`config.mk`:
```
export PLATFORM = sky130hd
export DESIGN_NAME = pdp1_tape_reader
export DESIGN_NICKNAME = d
export VERILOG_FILES = /design/src/rtl/pdp1_tape_reader.sv
export SDC_FILE = /design/constraint.sdc
export NUM_CORES = 1
export LEC_CHECK = 0
export ABC_AREA = 0
export BUFFER_PORTS_ARGS = -buffer_cell sky130_fd_sc_hd__buf_2
export CORE_UTILIZATION = 50
export CTS_BUF_LIST = sky130_fd_sc_hd__clkbuf_16
export DETAILED_ROUTE_END_ITERATION = 16
export PLACE_DENSITY = 0.75
export SLEW_MARGIN = 15
export SYNTH_ARGS = -nofsm -noshare
export SYNTH_HDL_FRONTEND = slang
export SYNTH_SLANG_ARGS = --single-unit
```
`constraint.sdc`:
```
create_clock -name clk -period 2.3 [get_ports clk]
set_clock_uncertainty 0.1 [all_clocks]
set_input_delay 0.115 -clock clk [delete_from_list [all_inputs] [get_ports clk]]
set_output_delay 0.115 -clock clk [all_outputs]
set_load 0.02 [all_outputs]
```
`src/rtl/pdp1_tape_reader.sv`:
```
// Paper tape reader controller for the pdp1 core: pulls frames over valid/ready,
// assembles alpha (one frame) or binary (three channel-8 frames) words into rb.
module pdp1_tape_reader #(
   parameter int unsigned FRAME_DLY = 2500
) (
   input  logic        clk,
   input  logic        rst_n,
   input  logic        i_rpa,
   input  logic        i_rpb,
   input  logic        i_clr_flag,
   input  logic        i_stop,
   input  logic        i_frame_valid,
   input  logic [7:0]  i_frame_data,
   output logic        o_frame_ready,
   output logic [17:0] o_rb,
   output logic        o_done,
   output logic        o_rb_flag,
   output logic        o_busy
);

   typedef enum logic [1:0] {
      S_IDLE  = 2'd0,
      S_FETCH = 2'd1,
      S_GAP   = 2'd2,
      S_DONE  = 2'd3
   } state_t;

   localparam logic [15:0] GAP_LOAD = 16'(FRAME_DLY - 1);

   state_t      r_state;
   logic        r_mode_b;
   logic [17:0] r_rb;
   logic [1:0]  r_cnt;
   logic [15:0] r_gap;
   logic        r_last;
   logic        r_flag;

   state_t      w_state_next;
   logic        w_mode_next;
   logic [17:0] w_rb_next;
   logic [1:0]  w_cnt_next;
   logic [15:0] w_gap_next;
   logic        w_last_next;
   logic        w_flag_next;
   logic        w_frame_ready;
   logic        w_done;

   always_ff @(posedge clk or negedge rst_n) begin
      if (!rst_n) begin
         r_state  <= S_IDLE;
         r_mode_b <= 1'b0;
         r_rb     <= '0;
         r_cnt    <= '0;
         r_gap    <= '0;
         r_last   <= 1'b0;
         r_flag   <= 1'b0;
      end else begin
         r_state  <= w_state_next;
         r_mode_b <= w_mode_next;
         r_rb     <= w_rb_next;
         r_cnt    <= w_cnt_next;
         r_gap    <= w_gap_next;
         r_last   <= w_last_next;
         r_flag   <= w_flag_next;
      end
   end

   always_comb begin
      w_state_next  = r_state;
      w_mode_next   = r_mode_b;
      w_rb_next     = r_rb;
      w_cnt_next    = r_cnt;
      w_gap_next    = r_gap;
      w_last_next   = r_last;
      w_flag_next   = r_flag;
      w_frame_ready = 1'b0;
      w_done        = 1'b0;

      // Clear first so that a DONE set in the same cycle overrides it.
      if (i_clr_flag)
         w_flag_next = 1'b0;

      case (r_state)
         S_IDLE: begin
            if (i_rpa || i_rpb) begin
               w_mode_next  = i_rpb;
               w_rb_next    = '0;
               w_cnt_next   = '0;
               w_flag_next  = 1'b0;
               w_state_next = S_FETCH;
            end
         end
         S_FETCH: begin
            w_frame_ready = !i_stop;
            if (i_stop) begin
               w_state_next = S_IDLE;
            end else if (i_frame_valid) begin
               w_gap_next   = GAP_LOAD;
               w_state_next = S_GAP;
               if (!r_mode_b) begin
                  w_rb_next   = {10'b0, i_frame_data};
                  w_last_next = 1'b1;
               end else if (i_frame_data[7]) begin
                  w_rb_next   = {r_rb[11:0], i_frame_data[5:0]};
                  w_cnt_next  = r_cnt + 2'd1;
                  w_last_next = (r_cnt == 2'd2);
               end else begin
                  // Leader/blank frame: consumed but contributes nothing.
                  w_last_next = 1'b0;
               end
            end
         end
         S_GAP: begin
            if (i_stop)
               w_state_next = S_IDLE;
            else if (r_gap == 16'd0)
               w_state_next = r_last ? S_DONE : S_FETCH;
            else
               w_gap_next = r_gap - 16'd1;
         end
         S_DONE: begin
            if (i_stop) begin
               w_state_next = S_IDLE;
            end else begin
               w_done       = 1'b1;
               w_flag_next  = 1'b1;
               w_cnt_next   = '0;
               w_state_next = S_IDLE;
            end
         end
         default: w_state_next = S_IDLE;
      endcase
   end

   assign o_frame_ready = w_frame_ready;
   assign o_done        = w_done;
   assign o_rb          = r_rb;
   assign o_rb_flag     = r_flag;
   assign o_busy        = (r_state != S_IDLE);

endmodule

```
==> reports/qor.csv <==
metric,value,unit
status,"finished, final reports clean",
Mapped Area,2160,µm²
leakage,1.30,nW
Hold Path Stages,3,
clk buf depth,2,
via count,1932,
main flop type after synthesis,dfrtp_1,
fillers,288,
antenna cells,0,
I/O Pins,37,
DIE WIDTH,67.8,µm
GRT Util Overall,24.7,%
Switch Pwr,1.30,mW
Maximum Capacitance Violations,0,
Area Growth Syn to Fin,33.3,%
"CTS clk-pin slew, worst paths",0.06,ns
relative slew slack,37.5,%
core area,4090,µm²
Routed WL,5430,µm
crit path DAT,2.32,ns
dpl hpwl,3270,µm
Worst R2R End,r_gap[15],
largest net degree at the start of global routing,42,
area occupied by registers,1030,µm²
Sw Share,39.2,%
vias per std cell,5.58,
Worst-Margin Slew,0.937,ns
Peak supply drop,1.02,mV
r2r startpoint,r_gap[2],
Hold WS,0.0375,ns
post-synthesis sequential area ratio,47.4,%
max-slew violations,0,
Setup CP Type,flip-flop to flip-flop,
fin worst setup slack,0.0229,ns
Setup Viol. Count Final,0,
Ys Warns,0,
DRT antenna net count,0,
initial antenna violation count,0,
share of cells above drive strength 1,27.7,%
Pre-Repair DR Iteration Count,4,
detailed-route DRC error count,0,
Worst R2R Path Depth,5,
#FFs+latches synth,41,
Tot Pwr,3.31,mW
Final nets,317,
row cnt,23,
Post-Syn Nets,256,
area of the multi-input gates,1060,µm²
fin crit share,99.0,%
Mean Syn Cell Area,9.21,µm²
"Req. time, crit path",2.34,ns
Power Density,1150,nW/µm²
cell count after synthesis,235,
crit start category,flip-flop,
grt total ovfl,0,
synth unique cells,44,
fin crit period,2.28,ns
final instance area,2890,µm²
CTS Sinks,41,
IO buf count,36,
Clock power frac,23.2,%
Seq pwr share,32.3,%
cell internal pwr,2.01,mW
crit end category,flip-flop,
first-pass GRT wire length,8200,µm
die area,4600,µm²
clock latency on the worst-skew pair,0.28,ns
HP Class,input pin to flip-flop,
DP Area,2540,µm²
Fmax,439,MHz
Layout Cells excl Fill,346,
Initial Utilization,53.0,%
reg2reg setup slack,0.02,ns
Worst Hold Endpoint,r_mode_b,
Die Span Y,67.8,µm
global placer's final weighted congestion,0.812,
TritonCTS buffer count,5,
Comb pwr share,44.5,%
final-report hold violation count,0,
Crit Path Max Fanout,6,
WL per Instance,15.7,µm
initial DRC count,116,
Place WS,0.00590,ns
vias in the first global route,1703,
"EDFF count, synth",0,
hold_sp,i_rpa,
H-tree levels,2,
ys async rst share,100,%
TritonCTS clock tree,built,
CTS Root Cell,clkbuf_16,
RSZ-0062 raised after global routing,yes,
Placed Cells,328,
## power groups by stage
stage / Clock, mW / Sequential, mW / Combinational, mW
4_1_cts: 0.780 / 1.06 / 1.31
3_3_place_gp: 0 / 1.06 / 1.24
3_5_place_dp: 0 / 1.07 / 1.27
2_1_floorplan: 0 / 1.13 / 0.769
5_1_grt: 0.817 / 1.10 / 1.61
6_report: 0.770 / 1.07 / 1.47
## routing by layer
metal | routed length, µm | track usage [%] | part of all wire (%) | vias to the layer above
met5 | 0 | 0 | 0 | -
met4 | 71 | 7.81 | 1.3 | 0
met3 | 244 | 5.74 | 4.5 | 7
met2 | 2670 | 37.0 | 49 | 62
met1 | 2450 | 35.2 | 45 | 920
li1 | - | - | - | 943
## cell usage after synthesis, drive strengths merged (2+ instances only)
cell type,instances,area [µm²]
or4,3,26.3
nor2,17,63.8
nor4,2,18.8
nor3b,2,15.0
xor2,4,35.0
a21oi,7,35.0
a31o,2,17.5
nand2b,4,25.0
ha,6,75.1
or3,4,25.0
o21ai,21,105
clkbuf,10,37.5
nor2b,3,18.8
a2111oi,3,45.0
dfrtp,41,1030
nand3b,2,15.0
nand2,16,60.1
nor3,3,15.0
inv,28,105
buf,2,10.0
a31oi,3,18.8
a21o,2,15.0
a32o,2,20.0
o31ai,3,22.5
nand4,13,81.3
mux2,3,33.8
xnor2,3,26.3
o22ai,2,12.5
a21boi,2,15.0
nand3,11,55.1
## per-stage QoR
| step | utilization, % | TNS, ns |
|---|---|---|
| 2_1_floorplan | - | -0.0853 |
| 3_3_place_gp | 62.2 | 0 |
| 3_5_place_dp | 62.2 | 0 |
| 4_1_cts | 68.7 | 0 |
| 5_1_grt | 70.6 | -0.249 |
| 6_report | 70.6 | 0 |
## worst max-delay path: stages, from the launching register on
cell and delay, ns:
dfrtp_1 0.37, or4_4 0.58, or4_4 0.52, a2111oi_4 0.35, xnor2_1 0.15, nor2_1 0.06
## cell families after synthesis
family / Yosys count / synth area share [%]
flops: 41 / 47.4
simple gates: 83 / 20.3
xor+xnor: 7 / 2.83
mux: 4 / 2.02
compound gates: 54 / 16.9
buf+inv: 40 / 7.05
fa+ha+maj: 6 / 3.47
## cells in the final DEF, fill, tap and decap left out, types with 3 or more instances in the layout
cell	count
nor2b_1	3
nand2b_1	4
a31oi_1	3
buf_2	36
nand2_1	16
dfrtp_1	41
inv_1	28
o31ai_1	3
xor2_1	4
nand4_1	13
ha_1	5
a21oi_1	6
o21ai_0	19
clkbuf_16	6
nor2_1	17
buf_4	18
nand3_1	11
dlygate4sd3_1	9
nor3_1	3
or3_1	4
mux2_2	3
a2111oi_4	3
xnor2_1	3
## layout make-up
class | instances | area share [%]
multi-input combinational | 154 | 36.8
sequential | 41 | 35.6
timing repair buffer | 66 | 16.3
clock buffer | 5 | 4.34
inverter | 28 | 3.64
tap | 50 | 2.17
clock inverter | 2 | 1.21
## sequential cells by signal, summed over array words and instances, names as in the netlist
signal,cells
o_rb,18
r_gap,16
r_cnt,2
r_state,2
o_rb_flag,1
r_last,1
r_mode_b,1
## worst max-delay path by stage
| stage | startpoint | to | slack [ns] | cells after the start |
|---|---|---|---|---|
| after global placement | r_gap[2] | r_gap[15] | 0.06 | 5 |
| after CTS | r_state[1] | o_rb[10] | 0.01 | 9 |
| after floorplan | r_gap[10] | r_gap[6] | -0.05 | 6 |
| final | r_gap[2] | r_gap[15] | 0.02 | 5 |
| after global routing | r_gap[2] | r_gap[15] | -0.05 | 5 |
| after detailed placement | r_gap[2] | r_gap[15] | 0.006 | 5 |
## repair_timing
item,4_1_cts,5_1_grt
cloned,0,1
setup buffers,0,1
gates resized for setup,2,10
pin swaps,0,2
setup endpoints to repair,2,22
hold endpoints to repair,49,0
hold buffers,9,0
Note: power is estimated with default switching activity, not from simulation.
